**src/rtl/rx_data_field_controller.sv**
```systemverilog
// 802.11a receive DATA-field sequencer: recovers the descrambler seed from SERVICE, descrambles
// and delivers PSDU bits, and discards SERVICE/TAIL/PAD. Optional macro: RX_SERVICE_CHECK_EN.
module rx_data_field_controller #(
  parameter int SERVICE_BITS = 16,
  parameter int TAIL_BITS    = 6
) (
  input  logic        clk,
  input  logic        rst_n,
  input  logic        signal_valid,
  input  logic [3:0]  signal_rate,
  input  logic [11:0] signal_length,
  input  logic        signal_error,
  input  logic        bit_in,
  input  logic        bit_valid,
  output logic        data_out,
  output logic        data_valid,
  output logic        busy,
  output logic        done,
  output logic        rate_error
`ifdef RX_SERVICE_CHECK_EN
  ,
  output logic        service_error
`endif
);

  typedef enum logic [2:0] {IDLE, SEED, SERVICE, PSDU, TAIL, PAD} state_t;

  state_t      state, state_n;
  logic [7:1]  lfsr, lfsr_n;
  logic [14:0] cnt, cnt_n;
  logic [7:0]  sym_cnt, sym_cnt_n;
  logic [7:0]  n_dbps, n_dbps_n;
  logic [11:0] len_q, len_n;
  logic        data_out_n, data_valid_n, done_n, rate_error_n;
  logic        fb, sym_wrap, frame_ok;
  logic [7:0]  dbps_dec;
  logic [14:0] psdu_last;

  function automatic logic [7:0] rate_to_dbps(input logic [3:0] rate);
    case (rate)
      4'b1101: rate_to_dbps = 8'd24;
      4'b1111: rate_to_dbps = 8'd36;
      4'b0101: rate_to_dbps = 8'd48;
      4'b0111: rate_to_dbps = 8'd72;
      4'b1001: rate_to_dbps = 8'd96;
      4'b1011: rate_to_dbps = 8'd144;
      4'b0001: rate_to_dbps = 8'd192;
      4'b0011: rate_to_dbps = 8'd216;
      default: rate_to_dbps = 8'd0;
    endcase
  endfunction

  assign fb        = lfsr[7] ^ lfsr[4];
  assign sym_wrap  = (sym_cnt == n_dbps - 8'd1);
  assign dbps_dec  = rate_to_dbps(signal_rate);
  assign frame_ok  = (dbps_dec != 8'd0) && (signal_length != 12'd0) && !signal_error;
  assign psdu_last = {len_q, 3'b000} - 15'd1;
  assign busy      = (state != IDLE);

`ifdef RX_SERVICE_CHECK_EN
  logic service_error_n;
`endif

  always_comb begin
    state_n      = state;
    lfsr_n       = lfsr;
    cnt_n        = cnt;
    sym_cnt_n    = sym_cnt;
    n_dbps_n     = n_dbps;
    len_n        = len_q;
    data_out_n   = data_out;
    data_valid_n = 1'b0;
    done_n       = 1'b0;
    rate_error_n = rate_error;
`ifdef RX_SERVICE_CHECK_EN
    service_error_n = service_error;
`endif
    if (state == IDLE) begin
      if (signal_valid) begin
        if (frame_ok) begin
          rate_error_n = 1'b0;
          n_dbps_n     = dbps_dec;
          len_n        = signal_length;
          cnt_n        = '0;
          sym_cnt_n    = '0;
          state_n      = SEED;
`ifdef RX_SERVICE_CHECK_EN
          service_error_n = 1'b0;
`endif
        end else begin
          rate_error_n = 1'b1;
        end
      end
    end else if (bit_valid) begin
      // Every consumed bit advances the OFDM symbol position, whatever field it belongs to
      sym_cnt_n = sym_wrap ? 8'd0 : sym_cnt + 8'd1;
      cnt_n     = cnt + 15'd1;
      lfsr_n    = {lfsr[6:1], fb};
      case (state)
        SEED: begin
          lfsr_n = {lfsr[6:1], bit_in};
          if (cnt == 15'd6) begin
            cnt_n   = '0;
            state_n = SERVICE;
          end
        end
        SERVICE: begin
`ifdef RX_SERVICE_CHECK_EN
          if (bit_in ^ fb) service_error_n = 1'b1;
`endif
          if (cnt == 15'(SERVICE_BITS - 8)) begin
            cnt_n   = '0;
            state_n = PSDU;
          end
        end
        PSDU: begin
          data_out_n   = bit_in ^ fb;
          data_valid_n = 1'b1;
          if (cnt == psdu_last) begin
            cnt_n   = '0;
            state_n = TAIL;
          end
        end
        TAIL: begin
          if (cnt == 15'(TAIL_BITS - 1)) begin
            cnt_n = '0;
            if (sym_wrap) begin
              state_n = IDLE;
              done_n  = 1'b1;
            end else begin
              state_n = PAD;
            end
          end
        end
        PAD: begin
          if (sym_wrap) begin
            cnt_n   = '0;
            state_n = IDLE;
            done_n  = 1'b1;
          end
        end
        default: state_n = IDLE;
      endcase
    end
  end

  always_ff @(posedge clk or negedge rst_n) begin
    if (!rst_n) begin
      state      <= IDLE;
      lfsr       <= '0;
      cnt        <= '0;
      sym_cnt    <= '0;
      n_dbps     <= '0;
      len_q      <= '0;
      data_out   <= 1'b0;
      data_valid <= 1'b0;
      done       <= 1'b0;
      rate_error <= 1'b0;
    end else begin
      state      <= state_n;
      lfsr       <= lfsr_n;
      cnt        <= cnt_n;
      sym_cnt    <= sym_cnt_n;
      n_dbps     <= n_dbps_n;
      len_q      <= len_n;
      data_out   <= data_out_n;
      data_valid <= data_valid_n;
      done       <= done_n;
      rate_error <= rate_error_n;
    end
  end

`ifdef RX_SERVICE_CHECK_EN
  always_ff @(posedge clk or negedge rst_n) begin
    if (!rst_n) service_error <= 1'b0;
    else        service_error <= service_error_n;
  end
`endif

endmodule

```
**config.mk**
```make
export PLATFORM = sky130hd
export DESIGN_NAME = rx_data_field_controller
export DESIGN_NICKNAME = d
export VERILOG_FILES = /design/src/rtl/rx_data_field_controller.sv
export SDC_FILE = /design/constraint.sdc
export NUM_CORES = 1
export LEC_CHECK = 0
export BUFFER_PORTS_ARGS = -buffer_cell sky130_fd_sc_hd__buf_2
export CAP_MARGIN = 30
export CORE_MARGIN = 2
export CORE_UTILIZATION = 23
export CTS_CLUSTER_DIAMETER = 30
export DETAILED_ROUTE_END_ITERATION = 12
export GPL_TIMING_DRIVEN = 0
export PLACE_DENSITY = 0.38
export SYNTH_ARGS = -nofsm -noshare
export SYNTH_HDL_FRONTEND = slang
export SYNTH_SLANG_ARGS = --single-unit
export TNS_END_PERCENT = 10
```
**constraint.sdc**
```tcl
create_clock -name clk -period 4.4 [get_ports clk]
set_clock_uncertainty 0.15 [all_clocks]
set_input_delay 0.66 -clock clk [delete_from_list [all_inputs] [get_ports clk]]
set_output_delay 0.66 -clock clk [all_outputs]
set_load 0.05 [all_outputs]
```
==> key figures <==
Yosys
  – Largest family of logic cells by synthesized area: simple AND/OR/NAND/NOR gates
  – Post-Synth Simple-Gate Area: 23.11%
  – Compound-Gate Fraction of Synth Area: 14.82%
  – Synth Warn #: 0
  – Synthesized net count: 393
  – Register bit total from synthesis: 55
  – Mapped Avg Cell Area: 9.024 um2
  – EDFF count, synth: 0
  – Post-Synthesis Cells: 363
  – Synth top area share: 42.02%
  – Post-Synth XOR/XNOR Area: 6.952%
  – Post-synthesis mux area share: 5.691%
  – Register area share after synthesis: 42.02%
  – Synth top cells by count: 55 x dfrtp_1, 45 x nand2_1, 26 x nor2_1, 22 x o21ai_0, 20 x inv_1
  – Asr flop ratio synth: 100.0%
  – Count of cell types in the netlist: 51
  – Most frequent cell after synthesis: dfrtp_1
  – Top_reg_cell synth: dfrtp_1
  – Synth Area in Adders: 3.056%
  – Largest cells by area after synthesis: dfrtp_1 42%, nand2_1 5.2%, xor2_1 4.8%, mux2_2 4.5%, o21ai_0 3.4%
  – Synthesized area: 0.003276 mm2
  – Yosys top cell by area: dfrtp_1

Clocking
  – Clk Tree Root Cell: clkbuf_16
  – Num CTS Buffers: 5
  – Clock Path Buffers: 2
  – TritonCTS clock tree: yes
  – Clock transition at the registers of the reported paths: 0.08 ns
  – CTS Sinks: 55
  – Clk_lat worst skew: 0.30 ns
  – Post-cts gate resize count: 0
  – CTS Hold Bufs: 0
  – H-tree depth: 2
  – Post-CTS setup buffer count: 0

Drt
  – Vias/cell: 4.723
  – Drt total wl: 8364 um
  – Drt initial violations: 104
  – DRC viols: 0
  – Drt first pass iters: 4
  – Total vias in the final route: 2,730
  – Final ANT Viol Nets: 0
  – WL/cell: 14.47 um

Power and ir drop
  – Total power: 2308 uW
  – Peak supply drop: 0.2261 mV
  – P_leak: 0.001667 uW
  – Power density cells: 603.4 mW/mm2

Placement
  – Post-DP HPWL: 6250 um
  – Place WS: 1.032 ns
  – Post-place instance area: 0.003651 mm2
  – Port Buffers: 26
  – Routability cong.: 0.7875

Floorplanning
  – Die height: 123.3 um
  – Total die area: 0.01521 mm2
  – Core ar.: 0.01388 mm2
  – Initial Utilization: 23.60%
  – Std cell rows: 43
  – Top Ports: 27
  – Die W: 123.3 um

Final layout
  – Antenna Cells: 0
  – Layout cells sized above 1: 14.82%
  – Fin area: 0.003825 mm2
  – Area Growth Syn to Fin: 16.77%
  – NumNets Final: 427

Worst setup path
  – Worst path required time: 4.48 ns
  – CP Launch Type: flip-flop
  – Crit Path Max Fanout: 10
  – WS Path Type: reg -> reg
  – CP dominant cell by count: a31oi_1
  – Worst Path Arrival: 3.44 ns
  – CP Cell Sequence: inv_1 > ha_1 > or4b_4 > o311ai_0 > mux2_2 > o21ai_1 > a31oi_1 > o31a_1 > buf_2 > nand2_1 > a31oi_1
  – Setup crit end kind: flip-flop
  – Max stage delay cell, worst path: or4b_4
  – Slowest stage delay, CP: 0.51 ns

Timing
  – Tmin final: 3.362 ns
  – Setup violators final: 0
  – Setup ws final: 1.038 ns
  – Final Hold Fails: 0
  – Final Cycle Share: 76.42%
  – Worst slew pin tran: 0.8695 ns
  – Fin Setup TNS: 0 ns
  – RSZ-0062 raised after global routing: false
  – Max-slew violations: 0
  – Worst rel slew slack: 41.82%
  – Max Freq: 297.4 MHz

Status
  – Status: finished clean

Global routing
  – Largest net degree at the start of global routing: 34
  – Gr ovfl total: 0
  – First-pass GRT wire length: 14,370 um
  – Vias in the first global route: 2,755
  – Total track usage: 12.11%
  – Initial antenna violation count: 0

Hold path
  – Hold WC Path Type: in -> async

Run
  – Max Cap Viol: 0
-- layout by cell type (no fill, tap or decap), types with 3 or more instances in the layout --
master     netlist  final
a22o_1           3      3
mux2i_1          4      4
nand4_1          5      5
o21ai_0         22     22
or4_1            5      5
nor3_1          12     12
ha_1             8      8
inv_1           20     20
xnor2_1          8      8
dfrtp_1         55     55
nor2b_1          7      7
clkbuf_1         8      8
clkbuf_16        0      5
xor2_1          18     18
a21oi_1         13     13
a31oi_1         12     12
mux2_2          13     13
a21o_1           4      4
buf_2            3     29
nor4_1           5      5
and3_1           6      6
nand3_1         16     16
nor2_1          26     26
nand2_1         45     45
nand2b_1         8      8
o311ai_0         3      3
-- state kept, by name (all words and copies together), names as in the netlist --
signal      count
data_valid      1
state           3
sym_cnt         8
n_dbps          6
done            1
cnt            15
len_q          12
rate_error      1
lfsr            7
data_out        1
-- logic make-up (layout without fill, tap and decap cells) --
kind of cell	after synthesis	in the layout
AOI/OAI and AO/OA	74	74
DFF	55	55
and+or+nand+nor	150	150
muxes	17	17
buffers and inverters	33	68
adders and majority gates	8	8
xor gates and xnor gates	26	26
-- final timing paths --
check / from / to / slack (ns) / cells after the start
setup reg to reg: len_q[0]$_DFFE_PN0P_ / cnt[5]$_DFFE_PN0P_ / 1.04 / 11
hold reg to reg: lfsr[1]$_DFFE_PN0P_ / lfsr[2]$_DFFE_PN0P_ / 0.32 / 2
min in group clk: lfsr[1]$_DFFE_PN0P_ / lfsr[2]$_DFFE_PN0P_ / 0.32 / 2
setup / recovery: len_q[0]$_DFFE_PN0P_ / cnt[5]$_DFFE_PN0P_ / 1.04 / 11
hold / removal: rst_n / len_q[8]$_DFFE_PN0P_ / 0.20 / 1
max in group asynchronous: rst_n / data_valid$_DFF_PN0_ / 3.30 / 2
-- where the power goes --
part,switching [uW],internal [uW]
Combinational,594,413
Clock,193,284
Sequential,160,664
-- worst max-delay path, delay by kind of cell, from the launching register on --
| kind | cells | cell delay [ns] |
|---|---|---|
| DFF | 1 | 0.43 |
| adders and majority gates | 1 | 0.24 |
| and+or+nand+nor | 2 | 0.59 |
| buffers and inverters | 2 | 0.41 |
| muxes | 1 | 0.21 |
| AOI/OAI and AO/OA | 5 | 1.25 |
-- per-layer routing --
metal / track usage, % / routed length, um / vias to the layer above
li1: - / - / 1371
met1: 16.70 / 4195 / 1305
met2: 19.33 / 3825 / 47
met3: 1.568 / 189 / 7
met4: 4.474 / 153 / 0
met5: 0 / 0 / -
-- area by class of cell --
cell class / instances / area [um2]
fillers: 1530 / 10060
well taps: 180 / 225.2
flip-flops and latches: 55 / 1376
multi-input cells: 275 / 1757
repair buffers: 27 / 150.1
clock buffers: 6 / 138.9
clock inverters: 2 / 35.03
inverters: 20 / 75.07
plain buffers: 13 / 67.56
-- through the flow --
stage | hold WS (ns) | std cells | utilization (%)
floorplan | 0.2144 | 363 | -
global placement | 0.3026 | 569 | 26.16
detailed placement | 0.3046 | 570 | 26.30
CTS | 0.2248 | 578 | 27.56
global route | 0.2403 | 578 | 27.56
finish | 0.2036 | 578 | 27.56
(Power assumes the default switching activity.)
